==> src/rtl/multicycle_mips_core.sv <==
// Multi-cycle MIPS-subset core sharing a single req/ready memory port.
// Each instruction runs FETCH/DECODE/EXEC[/MEM][/WB]; illegal or misaligned accesses halt the core.
module multicycle_mips_core #(
   parameter int unsigned        ADDR_W   = 8,
   parameter logic [ADDR_W-1:0]  RESET_PC = '0
) (
   input  logic              clk,
   input  logic              rst_n,
   output logic              mem_req,
   output logic              mem_we,
   output logic [ADDR_W-1:0] mem_addr,
   output logic [31:0]       mem_wdata,
   input  logic [31:0]       mem_rdata,
   input  logic              mem_ready,
   output logic              halted,
   output logic [31:0]       retired_count,
   input  logic [4:0]        dbg_reg_sel,
   output logic [31:0]       dbg_reg_data
);

   localparam logic [5:0] OP_RTYPE = 6'h00;
   localparam logic [5:0] OP_J     = 6'h02;
   localparam logic [5:0] OP_JAL   = 6'h03;
   localparam logic [5:0] OP_BEQ   = 6'h04;
   localparam logic [5:0] OP_BNE   = 6'h05;
   localparam logic [5:0] OP_ADDI  = 6'h08;
   localparam logic [5:0] OP_LW    = 6'h23;
   localparam logic [5:0] OP_SW    = 6'h2B;

   localparam logic [5:0] F_JR  = 6'h08;
   localparam logic [5:0] F_ADD = 6'h20;
   localparam logic [5:0] F_SUB = 6'h22;
   localparam logic [5:0] F_AND = 6'h24;
   localparam logic [5:0] F_OR  = 6'h25;
   localparam logic [5:0] F_SLT = 6'h2A;

   typedef enum logic [2:0] {
      S_FETCH,
      S_DECODE,
      S_EXEC,
      S_MEM,
      S_WB,
      S_HALT
   } state_t;

   state_t             r_state;
   logic [ADDR_W-1:0]  r_pc;
   logic [ADDR_W-1:0]  r_target;
   logic [ADDR_W-1:0]  r_maddr;
   logic [31:0]        r_ir;
   logic [31:0]        r_a;
   logic [31:0]        r_b;
   logic [31:0]        r_alu;
   logic [4:0]         r_dest;
   logic               r_halted;
   logic [31:0]        r_retired;
   logic [31:0]        r_regs [0:31];

   logic [5:0]         w_op;
   logic [5:0]         w_funct;
   logic [31:0]        w_simm;
   logic               w_legal;
   logic [31:0]        w_alu;
   logic [ADDR_W-1:0]  w_maddr;
   logic [ADDR_W-1:0]  w_jaddr;
   logic [ADDR_W-1:0]  w_addr;

   always_comb begin
      w_op    = r_ir[31:26];
      w_funct = r_ir[5:0];
      w_simm  = {{16{r_ir[15]}}, r_ir[15:0]};
      w_maddr = ADDR_W'(r_a + w_simm);
      // Upper PC nibble only survives when ADDR_W exceeds 28 bits.
      w_jaddr = ADDR_W'({4'(32'(r_pc) >> 28), r_ir[25:0], 2'b00});

      w_legal = 1'b0;
      case (w_op)
         OP_RTYPE: w_legal = (w_funct inside {F_ADD, F_SUB, F_AND, F_OR, F_SLT, F_JR});
         OP_ADDI, OP_LW, OP_SW, OP_BEQ, OP_BNE, OP_J, OP_JAL: w_legal = 1'b1;
         default:  w_legal = 1'b0;
      endcase

      case (w_funct)
         F_SUB:   w_alu = r_a - r_b;
         F_AND:   w_alu = r_a & r_b;
         F_OR:    w_alu = r_a | r_b;
         F_SLT:   w_alu = 32'($signed(r_a) < $signed(r_b));
         default: w_alu = r_a + r_b;
      endcase
   end

   always_ff @(posedge clk or negedge rst_n) begin
      if (!rst_n) begin
         r_state   <= S_FETCH;
         r_pc      <= RESET_PC;
         r_target  <= '0;
         r_maddr   <= '0;
         r_ir      <= '0;
         r_a       <= '0;
         r_b       <= '0;
         r_alu     <= '0;
         r_dest    <= '0;
         r_halted  <= 1'b0;
         r_retired <= '0;
         r_regs    <= '{default: '0};
      end else begin
         case (r_state)
            S_FETCH: begin
               if (mem_ready) begin
                  r_ir    <= mem_rdata;
                  r_pc    <= r_pc + ADDR_W'(4);
                  r_state <= S_DECODE;
               end
            end
            S_DECODE: begin
               r_a      <= r_regs[r_ir[25:21]];
               r_b      <= r_regs[r_ir[20:16]];
               r_target <= r_pc + ADDR_W'(w_simm << 2);
               r_dest   <= (w_op == OP_RTYPE) ? r_ir[15:11] : r_ir[20:16];
               if (w_legal) begin
                  r_state <= S_EXEC;
               end else begin
                  r_state  <= S_HALT;
                  r_halted <= 1'b1;
               end
            end
            S_EXEC: begin
               case (w_op)
                  OP_RTYPE: begin
                     if (w_funct == F_JR) begin
                        r_pc      <= ADDR_W'(r_a);
                        r_retired <= r_retired + 32'd1;
                        r_state   <= S_FETCH;
                     end else begin
                        r_alu   <= w_alu;
                        r_state <= S_WB;
                     end
                  end
                  OP_ADDI: begin
                     r_alu   <= r_a + w_simm;
                     r_state <= S_WB;
                  end
                  OP_LW, OP_SW: begin
                     if (w_maddr[1:0] != 2'b00) begin
                        r_state  <= S_HALT;
                        r_halted <= 1'b1;
                     end else begin
                        r_maddr <= w_maddr;
                        r_state <= S_MEM;
                     end
                  end
                  OP_BEQ, OP_BNE: begin
                     if ((r_a == r_b) == (w_op == OP_BEQ)) r_pc <= r_target;
                     r_retired <= r_retired + 32'd1;
                     r_state   <= S_FETCH;
                  end
                  OP_J, OP_JAL: begin
                     // r_pc already holds the link value (old PC + 4).
                     if (w_op == OP_JAL) r_regs[31] <= 32'(r_pc);
                     r_pc      <= w_jaddr;
                     r_retired <= r_retired + 32'd1;
                     r_state   <= S_FETCH;
                  end
                  default: begin
                     r_state  <= S_HALT;
                     r_halted <= 1'b1;
                  end
               endcase
            end
            S_MEM: begin
               if (mem_ready) begin
                  if (w_op == OP_SW) begin
                     r_retired <= r_retired + 32'd1;
                     r_state   <= S_FETCH;
                  end else begin
                     r_alu   <= mem_rdata;
                     r_state <= S_WB;
                  end
               end
            end
            S_WB: begin
               if (r_dest != 5'd0) r_regs[r_dest] <= r_alu;
               r_retired <= r_retired + 32'd1;
               r_state   <= S_FETCH;
            end
            default: r_state <= S_HALT;
         endcase
      end
   end

   always_comb begin
      w_addr        = (r_state == S_MEM) ? r_maddr : r_pc;
      mem_req       = rst_n && ((r_state == S_FETCH) || (r_state == S_MEM));
      mem_we        = rst_n && (r_state == S_MEM) && (w_op == OP_SW);
      mem_addr      = w_addr & ~ADDR_W'(3);
      mem_wdata     = r_b;
      halted        = r_halted;
      retired_count = r_retired;
      dbg_reg_data  = r_regs[dbg_reg_sel];
   end

endmodule

==> config.mk <==
export PLATFORM = sky130hd
export DESIGN_NAME = multicycle_mips_core
export DESIGN_NICKNAME = d
export VERILOG_FILES = /design/src/rtl/multicycle_mips_core.sv
export SDC_FILE = /design/constraint.sdc
export NUM_CORES = 2
export LEC_CHECK = 0
export CORE_ASPECT_RATIO = 0.6
export CORE_UTILIZATION = 49
export DETAILED_ROUTE_END_ITERATION = 8
export PLACE_DENSITY = 0.64
export SYNTH_ARGS = -nofsm -noshare
export SYNTH_HDL_FRONTEND = slang
export SYNTH_SLANG_ARGS = --single-unit
==> constraint.sdc <==
create_clock -name clk -period 5.1 [get_ports clk]
set_input_delay 0.51 -clock clk [delete_from_list [all_inputs] [get_ports clk]]
set_output_delay 0.51 -clock clk [all_outputs]
set_load 0.01 [all_outputs]
### Yosys cells after proc, flatten, opt, wreduce, memory -nomap -nowiden

Index checks and enable logic that the tools add are counted.

* register bits after elaboration: 1217
* bits of input ports: 40
* word-level logic and storage cells: 174

* $add $sub $neg: 6
* order comparisons: 6
* equality and inequality tests: 35
* multiplexer cells: 47
* bitwise gates (word level): 7
* reductions and logical operators: 30

Operator list (count)
* $bwmux 1024: 1
* $mux 32: 16
* $bmux 32 s5: 3
* $pmux 32 s2: 4
* $demux 32 s5: 1
* $pmux 32 s4: 1
* $pmux 32 s3: 1
* $add 32x32->32: 2
* $eq 6x6->1 const B: 7
* $add 32x1->32 const B: 1
* $and 32x32->32: 1
* $eq 32x32->1: 1
* $lt 32x32->1: 1
* $mux 8: 4
* $or 32x32->32: 1
* $sub 32x32->32: 1
* $ge 6x6->1 const B: 4
* $not 5->6: 4
* $pmux 8 s3: 1
* $mux 3: 6
* $pmux 8 s2: 1
* $ne 3x3->1 const B: 5
* $pmux 3 s5: 1
* $reduce_and 5->1: 3
* other kinds (34): 60

### Depth between registers and ports, before layout

* depth after elaboration: 8
* mapped depth: 14
* mapped depth without buffers: 13

### Worst setup path before layout

No wires, ideal clock.

* path kind: input to output
* from: input dbg_reg_sel[0]
* to: output dbg_reg_data[0]
* arrival: 2.945 ns
* data required time: 4.590 ns
* setup slack: 1.645 ns
* stages: 6
* cells stage by stage: clkbuf_1 > buf_1 > buf_1 > mux4_2 > mux4_2 > mux2_2

* longest elaborated chain between the ends: 4

Ends and longest elaborated chain
* start: declaration: line 17 `input logic [4:0] dbg_reg_sel,`
* $not 5->6 (not written as such): line 199 `dbg_reg_data = r_regs[dbg_reg_sel];`
* $bmux 32 s5: line 199
* $mux 32 (not written as such) (2 in series): line 199
* end: declaration: line 18 `output logic [31:0] dbg_reg_data`

Every way passes these cells. The select of a mux whose other input is x is not followed.

### Worst setup path after layout

* from: register r_b[8], in the netlist mem_wdata[8]
* to: register r_alu[23]

* longest elaborated chain between the ends: 5
* elaborated cells on any way between the ends: 6
* classes of those cells: 2 x add/sub; 4 x mux

Ends and longest elaborated chain
* start: declaration: line 52 `logic [31:0] r_b;`
* start signal: assignment: line 117 `r_b <= r_regs[r_ir[20:16]];`
* $add 32x32->32 / $sub 32x32->32 (equally long branches): line 88, 84
* $pmux 32 s4 *: line 83 `case (w_funct)`
* $mux 32 *: line 130 `if (w_funct == F_JR) begin`
* $pmux 32 s2 *: line 128 `case (w_op)`
* $pmux 32 s2 *: line 107 `case (r_state)`
* end signal: assignment: line 135 `r_alu <= w_alu;`
* end signal: assignment: line 140 `r_alu <= r_a + w_simm;`
* end signal: assignment: line 176 `r_alu <= mem_rdata;`
* end: declaration: line 53 `logic [31:0] r_alu;`

Every way passes the cells marked *; elsewhere a longest branch is shown, timed or not. The select of a mux whose other input is x is not followed.
A chain may end at the register's enable or synchronous reset.

==> summary.txt <==
Timing
  • Max-slew violations: 0
  • RSZ-0062 raised after global routing: false
  • Setup_tns: 0 ns
  • Rel. slew slack: between 10% and 20%
  • Setup Viol. Count Final: 0
  • Final period util: 80.0%
  • Crit path time final: 4.08 ns
  • Fmax: 0.245 GHz
  • Clock skew: 0.0646 ns
  • Final Hold Vio Count: 0
  • Worst slew pin tran: 1.27 ns

Placed design
  • PortBufs: 144
  • HPWL after DPL: 168 mm
  • Area post-placement: 80600 um^2
  • Post-Place Cells: 7239
  • GP Congestion: 0.996

Critical path
  • Worst Setup SP: mem_wdata[8]
  • Worst R2R Start: mem_wdata[8]
  • Setup crit end kind: flip-flop
  • Worst EP arrival: 4.73 ns
  • Worst R2R End: r_alu[23]
  • CP Max Fanout: 12
  • Setup CP Type: reg2reg
  • Required time of the critical path: 5.75 ns
  • FF-to-FF path depth: 12
  • Critical path launch point type: flip-flop
  • Critical path endpoint: r_alu[23]
  • R2R setup slack: 1.02 ns

Run status
  • Status: complete, no violations

Global routing
  • GR Layer Usage met3: 13.8%
  • GRT overflow: 0
  • Largest net degree at the start of global routing: 157
  • Via count of the first global-routing pass: 51200
  • First-pass GRT wire length: roughly 380 mm
  • Met1 usage: about half
  • Most Crowded Layer GR: met1
  • Initial antenna violation count: 5
  • Grt met2 use: about 45%
  • Total track usage: 33.7%

Synthesis
  • Synth area leaders: dfrtp_1, mux4_2, mux2_2
  • Cell count after synthesis: around 5400
  • Largest area contributor in the netlist: dfrtp_1
  • Sequential element share of the synthesized area: approximately two fifths
  • Number of distinct library cells after synthesis: 94
  • Synth Area per Inst: about 14 um^2
  • Cell Area, Synth: 76600 um^2
  • Yosys reg bits: 1215
  • Async SR Flop Fraction: 100%
  • Main synth FF type: dfrtp_1
  • EDFF count, synth: 0
  • Synth warnings: 0
  • Post-synth top area share: 39.7%

Clock tree
  • Reg clk slew, reported paths: 0.07 ns
  • CTS buffer count: 120
  • Clock sinks: approximately 1200
  • TritonCTS clock tree: built
  • Max clock buf depth: 3
  • Clk root buf: clkbuf_16
  • H-tree levels: 3
  • Worst-skew pair later-pin latency: 0.80 ns

Route
  • DRC viols: 0
  • Pre-antenna DRT Iters: 9
  • Initial DRC count: 6906
  • Vias per std cell: 7.14
  • DRT antenna net count: 0
  • WL per Instance: 35.2 um
  • Vias: ~53000
  • Final wirelength: 263 mm

Power and ir drop
  • Total power: 19.9 mW
  • Pwr/cell area: 234 nW/um^2
  • Max VDD drop: approximately 0.33 mV
  • Static Leak: 35.9 nW

Final layout
  • Register Area: slightly above 30000 um^2
  • Finished Cell Area: 84800 um^2
  • Final non-filler cell total: between 7000 and 8000
  • P&R area growth vs syn: 10.8%
  • Final core utilization: 55.1%
  • Filler cells: 12300
  • Area of the multi-input gates: 43800 um^2
  • Nets: 5506
  • Ratio of cells with drive above 1 in the final layout: a little under half

Floorplanning
  • DIE AREA: approximately 160000 um^2
  • Initial Utilization: 49.8%
  • Core area: approximately 150000 um^2
  • I/O pin cnt: 147
  • Die W: between 500 and 600 um
  • Chip height: about 310 um
  • Site Rows: roughly 110

Job
  • Max-cap violations: 0

Min path
  • Tightest Hold Check Type: in2async
-- per-layer routing --
metal | part of all wire [%] | vias to the layer above
met3 | 14 | 420
met4 | 2.2 | 0
met5 | 0 | -
li1 | - | 21100
met2 | 40 | 3223
met1 | 43 | 28500
-- logic make-up (layout without fill, tap and decap cells) --
family	Yosys count	in the layout	share of synthesized area, %
AOI/OAI and AO/OA	641	641	5.55
xor gates and xnor gates	70	70	0.811
adders and majority gates	138	138	2.29
buffers and inverters	687	678	3.43
DFF	1215	1215	39.7
muxes	2067	2067	44.4
other	1	3	0.00490
and+or+nand+nor	619	619	3.80
-- final cells by class --
type	instances	area share [%]
multi-input combinational	3537	51.6
sequential	1215	35.9
clock buffer	167	4.00
timing repair buffer	335	3.99
tap	2034	3.00
clock inverter	57	0.941
inverter	119	0.527
antenna	1	0.00295
-- registers in the layout (all words and copies together) (netlist names) --
signal / cells
r_regs: 1024
mem_wdata: 32
r_a: 32
r_alu: 32
r_ir: 32
retired_count: 32
r_pc: 8
r_target: 8
r_maddr: 6
r_dest: 5
r_state: 3
halted: 1
-- cells in the mapped netlist (all sizes together), types with 14 or more instances --
library cell  number
dfrtp           1215
mux2            1030
mux4             960
clkbuf           425
nand2            244
o21ai            190
buf              143
nor2             142
a21oi            138
ha               134
inv              118
mux2i             77
xnor2             50
nand3             47
nor3              40
and3              30
a22o              27
a221oi            25
o211ai            24
o221ai            23
a211oi            22
o22ai             22
o31ai             22
xor2              20
nand2b            19
a21o              17
a31oi             17
nand4             17
nor2b             15
o21bai            14
-- how the worst min path moves through the flow --
stage                     slack [ns]         start  cells after the start           end
after floorplan                 0.21         rst_n                      0        halted
after global placement          0.39  r_regs[1004]                      0  r_regs[1004]
after detailed placement        0.40  r_regs[1009]                      0  r_regs[1009]
after CTS                       0.22         rst_n                      2   r_regs[308]
after global routing            0.23         rst_n                      2   r_regs[276]
final                           0.24         rst_n                      2   r_regs[308]
-- stage by stage --
| step | setup WS (ns) | hold slack (ns) |
|---|---|---|
| final | 1.02 | 0.245 |
| after global routing | 0.779 | 0.233 |
| after CTS | 1.15 | 0.221 |
| after detailed placement | 1.13 | 0.402 |
| after global placement | 1.18 | 0.395 |
| after floorplan | 1.65 | 0.214 |
-- repair_timing --
item,CTS,global route
hold buffers,1,0
buffers inserted,0,0
hold endpoints to repair,105,0
resized for setup,0,0
-- critical path, stage by stage (launching register included) --
cell      delay, ns
dfrtp_1        0.45
inv_1          0.09
ha_1           0.48
nor3_1         0.32
nand4_1        0.20
a221oi_1       0.33
nor2b_1        0.13
o21ai_1        0.53
a21oi_1        0.29
o21ai_0        0.26
xnor2_1        0.10
a221oi_1       0.60
o31ai_1        0.14
-- report_power, final --
group | total, mW | internal, mW | switching, mW
logic | 0.571 | 0.164 | 0.407
clock network | 9.66 | 5.43 | 4.24
registers | 9.63 | 9.63 | 0
total | 19.9 | 15.2 | 4.64
-- cell usage in the layout, fill, tap and decap left out, types with 25 or more instances in the layout --
cell type,n
mux2_2,1030
a221oi_1,25
buf_4,152
nor3_1,38
clkbuf_16,121
o21ai_0,184
and3_1,29
nand3_1,44
ha_1,134
a21oi_1,138
nor2_1,125
dfrtp_1,1204
mux4_2,960
mux2i_1,77
xnor2_1,50
a22o_1,27
inv_1,117
buf_12,39
clkbuf_1,27
nand2_1,228
clkdlybuf4s50_1,138
(Power assumes the default switching activity.)
